===== src/rtl/load_store_unit_pkg.sv =====
// load_store_unit_pkg: load funct3 codes, store size masks and LSU state encodings.
package load_store_unit_pkg;
    localparam logic [2:0] F3_LB  = 3'b000;
    localparam logic [2:0] F3_LH  = 3'b001;
    localparam logic [2:0] F3_LW  = 3'b010;
    localparam logic [2:0] F3_LBU = 3'b100;
    localparam logic [2:0] F3_LHU = 3'b101;
    localparam logic [3:0] MASK_B = 4'b0001;
    localparam logic [3:0] MASK_H = 4'b0011;
    localparam logic [3:0] MASK_W = 4'b1111;
    typedef enum logic [1:0] {S_IDLE, S_REQ, S_DONE, S_FAULT} lsu_state_e;
endpackage


===== src/rtl/load_store_unit_load_align.sv =====
// load_align: shifts the captured bus word down to the addressed lane and extends it.
module load_align
    import load_store_unit_pkg::*;
(
    input  logic [31:0] word_i,
    input  logic [1:0]  off_i,
    input  logic [2:0]  funct3_i,
    output logic [31:0] data_o
);
    logic [31:0] sh;
    assign sh = word_i >> {off_i, 3'b000};
    always_comb
        data_o = funct3_i == F3_LB  ? {{24{sh[7]}}, sh[7:0]}   :
                 funct3_i == F3_LH  ? {{16{sh[15]}}, sh[15:0]} :
                 funct3_i == F3_LBU ? {24'b0, sh[7:0]}         :
                 funct3_i == F3_LHU ? {16'b0, sh[15:0]}        : sh;
endmodule


===== src/rtl/load_store_unit.sv =====
// load_store_unit: latches a load/store request, runs one req/ack bus transaction
// with timeout, and returns aligned, extended load data.
module load_store_unit
    import load_store_unit_pkg::*;
#(
    parameter int ADDR_WIDTH = 32,
    parameter int DATA_WIDTH = 32,
    parameter int TIMEOUT    = 255
) (
    input  logic                  clk,
    input  logic                  rst,
    input  logic                  dmem_rd,
    input  logic [3:0]            dmem_we,
    input  logic [2:0]            load_select,
    input  logic [ADDR_WIDTH-1:0] addr,
    input  logic [DATA_WIDTH-1:0] store_data,
    output logic [DATA_WIDTH-1:0] load_data,
    output logic                  busy,
    output logic                  done,
    output logic                  fault,
    output logic                  bus_req,
    output logic [3:0]            bus_we,
    output logic [ADDR_WIDTH-1:0] bus_addr,
    output logic [DATA_WIDTH-1:0] bus_wdata,
    input  logic                  bus_ack,
    input  logic [DATA_WIDTH-1:0] bus_rdata
);
    localparam int CW = $clog2(TIMEOUT + 1);
    localparam logic [CW-1:0] TMO = CW'(TIMEOUT);

    lsu_state_e            state_q, state_d;
    logic [ADDR_WIDTH-1:0] addr_q, addr_d;
    logic [DATA_WIDTH-1:0] sd_q, sd_d, load_q, load_d, aligned;
    logic [3:0]            mask_q, mask_d;
    logic [2:0]            sel_q, sel_d;
    logic                  store_q, store_d;
    logic [CW-1:0]         cnt_q, cnt_d;
    logic                  start, is_st, half, word, illegal;

    assign is_st = |dmem_we;
    assign start = (dmem_rd | is_st) && state_q == S_IDLE;
    assign half  = is_st ? dmem_we == MASK_H : load_select[1:0] == 2'b01;
    assign word  = is_st ? dmem_we == MASK_W : load_select[1:0] == 2'b10;
    assign illegal = (half && addr[0]) || (word && addr[1:0] != 2'b00) ||
                     (!is_st && (load_select == 3'b011 || load_select[2:1] == 2'b11)) ||
                     (is_st && !(dmem_we inside {MASK_B, MASK_H, MASK_W}));

    load_align u_align (
        .word_i   (bus_rdata),
        .off_i    (addr_q[1:0]),
        .funct3_i (sel_q),
        .data_o   (aligned)
    );

    assign addr_d  = start ? addr : addr_q;
    assign sd_d    = start ? store_data : sd_q;
    assign mask_d  = start ? dmem_we : mask_q;
    assign sel_d   = start ? load_select : sel_q;
    assign store_d = start ? is_st : store_q;

    always_comb begin
        state_d = state_q;
        cnt_d   = cnt_q;
        load_d  = load_q;
        case (state_q)
            S_IDLE: if (start) begin
                state_d = illegal ? S_FAULT : S_REQ;
                cnt_d   = '0;
            end
            S_REQ: if (bus_ack) begin
                state_d = S_DONE;
                load_d  = store_q ? load_q : aligned;
            end else if (cnt_q == TMO) begin
                state_d = S_FAULT;
            end else begin
                cnt_d = cnt_q + 1'b1;
            end
            default: state_d = S_IDLE;
        endcase
    end

    always_ff @(posedge clk or posedge rst) begin
        if (rst) begin
            state_q <= S_IDLE;
            addr_q  <= '0;
            sd_q    <= '0;
            mask_q  <= '0;
            sel_q   <= '0;
            store_q <= 1'b0;
            cnt_q   <= '0;
            load_q  <= '0;
        end else begin
            state_q <= state_d;
            addr_q  <= addr_d;
            sd_q    <= sd_d;
            mask_q  <= mask_d;
            sel_q   <= sel_d;
            store_q <= store_d;
            cnt_q   <= cnt_d;
            load_q  <= load_d;
        end
    end

    assign busy      = state_q != S_IDLE;
    assign done      = state_q == S_DONE;
    assign fault     = state_q == S_FAULT;
    assign bus_req   = state_q == S_REQ;
    assign bus_we    = (bus_req && store_q) ? mask_q << addr_q[1:0] : 4'b0000;
    assign bus_addr  = {addr_q[ADDR_WIDTH-1:2], 2'b00};
    assign bus_wdata = mask_q == MASK_B ? {4{sd_q[7:0]}}  :
                       mask_q == MASK_H ? {2{sd_q[15:0]}} : sd_q;
    assign load_data = load_q;
endmodule


===== config.mk =====
export PLATFORM = sky130hd
export DESIGN_NAME = load_store_unit
export DESIGN_NICKNAME = d
export VERILOG_FILES = /design/src/rtl/load_store_unit_pkg.sv /design/src/rtl/load_store_unit_load_align.sv /design/src/rtl/load_store_unit.sv
export SDC_FILE = /design/constraint.sdc
export NUM_CORES = 1
export LEC_CHECK = 0
export ABC_AREA = 1
export BUFFER_PORTS_ARGS = -buffer_cell sky130_fd_sc_hd__buf_4
export CORE_ASPECT_RATIO = 1.2
export CORE_UTILIZATION = 51
export DETAILED_ROUTE_END_ITERATION = 12
export GPL_TIMING_DRIVEN = 0
export PLACE_DENSITY_LB_ADDON = 0.15
export SLEW_MARGIN = 10
export SYNTH_ARGS = -nofsm -noshare
export SYNTH_HDL_FRONTEND = slang
export SYNTH_SLANG_ARGS = --single-unit

===== constraint.sdc =====
create_clock -name clk -period 4.95 [get_ports clk]
set_clock_uncertainty 0.2 [all_clocks]
set_input_delay 1.2375 -clock clk [delete_from_list [all_inputs] [get_ports clk]]
set_output_delay 1.2375 -clock clk [all_outputs]
set_load 0.02 [all_outputs]

==> results.py <==
metrics = {
    "status": {
        "outcome": "finished clean",
    },
    "critical_path": {
        "path_cells": "nor2_1, nand2_1, nor2_1, nand2_1, nand2_1, buf_4",
        "r2r-start": "addr_q[0]",
        "cp-end-kind": "primary output",
        "critical_path_class": "reg2out",
        "path_common_cell": "nand2_1",
        "cp_top_family": "simple AND/OR/NAND/NOR gates",
        "reg2reg_depth": 8,
        "cp_max_fo": 8,
        "rr_endpoint": "load_data[20]",
        "rrSetupSlack_ps": 3100,
        "crit_buf_inv": 1,
        "required_ps": 3510,
        "critPathLaunchType": "flip-flop",
        "cpMaxStageDelayCell": "nor2_1",
        "critPathMaxStageDelay_ps": 490,
        "critPathArrivalTime_ps": 2090,
    },
    "clocking": {
        "max-clock-path-buffers": 2,
        "cts_inserted_buffers": 17,
        "cts_resized": 0,
        "h-tree-depth": 4,
        "clk_pin_slew_worst_paths_ps": 50,
        "holdBufCountCts": 0,
        "clk-insertion-delay-late_ps": 410,
        "cts_tree": "built",
        "postCtsSetupBuffers": 0,
        "cts.sinks": 114,
        "root_buffer": "clkbuf_16",
    },
    "timing": {
        "slew_headroom_pct": 62.1,
        "setup_viol": 0,
        "fin_crit_sh_pct": 71.3,
        "finalMaxSlewViolations": 0,
        "period_needed_ps": 3530,
        "hold_viol_final": 0,
        "worst_pin_slew_ps": 567,
        "grt_setup_unrepaired": "false",
        "timing.fmax_ghz": 0.283,
    },
    "placement": {
        "place_hpwl_mm": 12.7,
        "portBuffers": 208,
        "dp_cells": 1180,
        "place_congestion": 0.925,
    },
    "flow_run": {
        "drv_cap": 0,
    },
    "final_layout": {
        "diodes": 0,
        "drive_gt1_share_pct": 30.8,
        "utilization_pct": 72.6,
        "fillCellCount": 976,
        "fin_nets": 1150,
        "area_growth_pct": 39.3,
        "layout.cells.non_filler": 1210,
    },
    "synthesis": {
        "yosysWarnings": 0,
        "yosys-top-cells-area": "dfrtp_1, nand2_1, buf_4",
        "synth_top_cell_by_area": "dfrtp_1",
        "synth_top_cell_area_share_pct": 47.5,
        "yosysSeqAreaShare_pct": 47.5,
        "synth_cell_types": 27,
        "synth_area_um2": 6000,
        "synthCells": 813,
        "ys_seq_elements": 114,
        "synth.avg_cell_area_um2": 7.38,
    },
    "die": {
        "fp.dieH_um": 121,
        "rows": 43,
        "pin_count": 211,
        "fp.dieW_um": 101,
        "start_util_pct": 52.1,
        "die_area_um2": 12200,
        "core_um2": 11500,
    },
    "detailed_routing": {
        "route.detailed.drc": 0,
        "vias_per_cell": 4.97,
        "first_pass_iters": 5,
        "vias": 6010,
        "dr.first_iter.drc_count": 336,
        "wl_mm": 16.9,
        "postRouteAntennaNets": 0,
        "wl_per_cell_um": 14.0,
    },
    "pwr": {
        "p_leak_nw": 4.67,
        "ir_drop_uv": 449,
        "power-per-cell-area_nw_per_um2": 741,
    },
    "worst_hold_path": {
        "worstHoldStart": "addr_q[7]",
        "min_to": "addr_q[7]",
        "hold_depth": 2,
        "hold_class": "reg2reg",
    },
    "global_routing": {
        "antenna_found_initial": 0,
        "grt_overflow": 0,
        "grt_usage_pct": 29.1,
        "grt_pass1_vias": 5781,
        "grt_pass1_wl_mm": 27.1,
        "grt_max_degree": 63,
    },
}
[worst reg2reg max path: cells and delay by family (launching register included)]
kind	cells	cell delay (ps)
AO/OA/AOI/OAI	2	530
buffers and inverters	3	430
flip-flops	1	310
AND/OR/NAND/NOR	3	310
[cell usage in the layout (no fill, tap or decap), types with 3 or more instances in the layout]
| cell type | synthesis | routed |
|---|---|---|
| dfrtp_1 | 114 | 114 |
| clkbuf_16 | 0 | 17 |
| clkinv_2 | 0 | 6 |
| nor2_1 | 62 | 62 |
| o211ai_1 | 14 | 14 |
| buf_4 | 48 | 256 |
| clkbuf_1 | 12 | 12 |
| inv_2 | 4 | 4 |
| nand3_1 | 38 | 38 |
| xor2_1 | 3 | 3 |
| nor3_1 | 3 | 3 |
| nand2_1 | 358 | 358 |
| mux2_2 | 8 | 8 |
| o21ai_0 | 45 | 45 |
| buf_2 | 17 | 17 |
| inv_1 | 45 | 44 |
| a21oi_1 | 28 | 28 |
[flip-flops by register name, indices dropped and copies added (netlist names)]
register and count:
sel_q 3, mask_q 4, state_q 2, addr_q 32, cnt_q 8, load_data 32
sd_q 32, store_q 1
[worst max-delay path by stage]
stage,start,endpoint,slack (ps),cells past startpoint
detailed placement,mask_q[2],bus_wdata[25],1850,6
finish,mask_q[3],bus_wdata[10],1420,6
CTS,mask_q[3],bus_wdata[25],1410,6
global placement,rst,load_data[2],-830,2
global route,mask_q[3],bus_wdata[28],1210,6
floorplan,rst,addr_q[0],500,1
[kinds of logic (layout without fill, tap and decap cells)]
| logic type | count (synthesis) | after routing | share of synthesized area (%) |
|---|---|---|---|
| buf+inv | 127 | 366 | 11.4 |
| mux | 8 | 8 | 1.50 |
| simple gates | 469 | 469 | 30.7 |
| flops | 114 | 114 | 47.5 |
| fa+ha+maj | 1 | 1 | 0.208 |
| other cells | 1 | 2 | 0.0625 |
| xor+xnor | 3 | 3 | 0.438 |
| compound gates | 90 | 90 | 8.17 |
[layout make-up]
class / instances / area (um^2) / share of cell area (%)
clock buffer: 19 / 453 / 5.42
timing repair buffer: 209 / 1590 / 19.0
tap: 157 / 196 / 2.35
buffer: 78 / 502 / 6.00
clock inverter: 11 / 114 / 1.36
multi-input combinational: 573 / 2470 / 29.5
sequential: 114 / 2850 / 34.1
inverter: 49 / 189 / 2.26
[cell usage after synthesis]
| master | number |
|---|---|
| buf_4 | 48 |
| buf_2 | 17 |
| nand3_1 | 38 |
| nor3_2 | 1 |
| o21ai_1 | 1 |
| nand3b_1 | 1 |
| o21ai_0 | 45 |
| nor2_1 | 62 |
| o211ai_1 | 14 |
| nand4_1 | 2 |
| clkbuf_1 | 12 |
| nand2_2 | 2 |
| a31oi_1 | 1 |
| dfrtp_1 | 114 |
| conb_1 | 1 |
| nor3_1 | 3 |
| nand2_1 | 358 |
| nor2_2 | 1 |
| o21ai_2 | 1 |
| inv_1 | 45 |
| buf_6 | 1 |
| xor2_1 | 3 |
| inv_2 | 4 |
| a21oi_1 | 28 |
| ha_1 | 1 |
| nor2_4 | 1 |
| mux2_2 | 8 |
[metrics by stage]
| step | total power [mW] | TNS, ps | hold slack, ps | cell area [um^2] | setup WS, ps |
|---|---|---|---|---|---|
| floorplan | 3.80 | 0 | 243 | 6010 | 497 |
| global placement | 4.97 | -93370 | 258 | 7760 | -830 |
| detailed placement | 5.02 | 0 | 264 | 7800 | 1850 |
| CTS | 6.22 | 0 | 278 | 8360 | 1410 |
| global route | 6.64 | 0 | 294 | 8360 | 1210 |
| finish | 6.20 | 0 | 277 | 8360 | 1420 |
[per-layer routing]
layer	global-route usage (%)	vias to the layer above	wire, um
li1	-	2963	-
met1	34.5	2773	6720
met2	49.5	247	8400
met3	8.06	27	1390
met4	11.8	0	410
met5	0	-	0
[power breakdown]
group	switching [mW]	internal, mW
Sequential	0.306	1.38
Combinational	1.97	1.37
Clock	0.418	0.755
Total	2.69	3.51
Note: power is estimated with default switching activity, not from simulation.
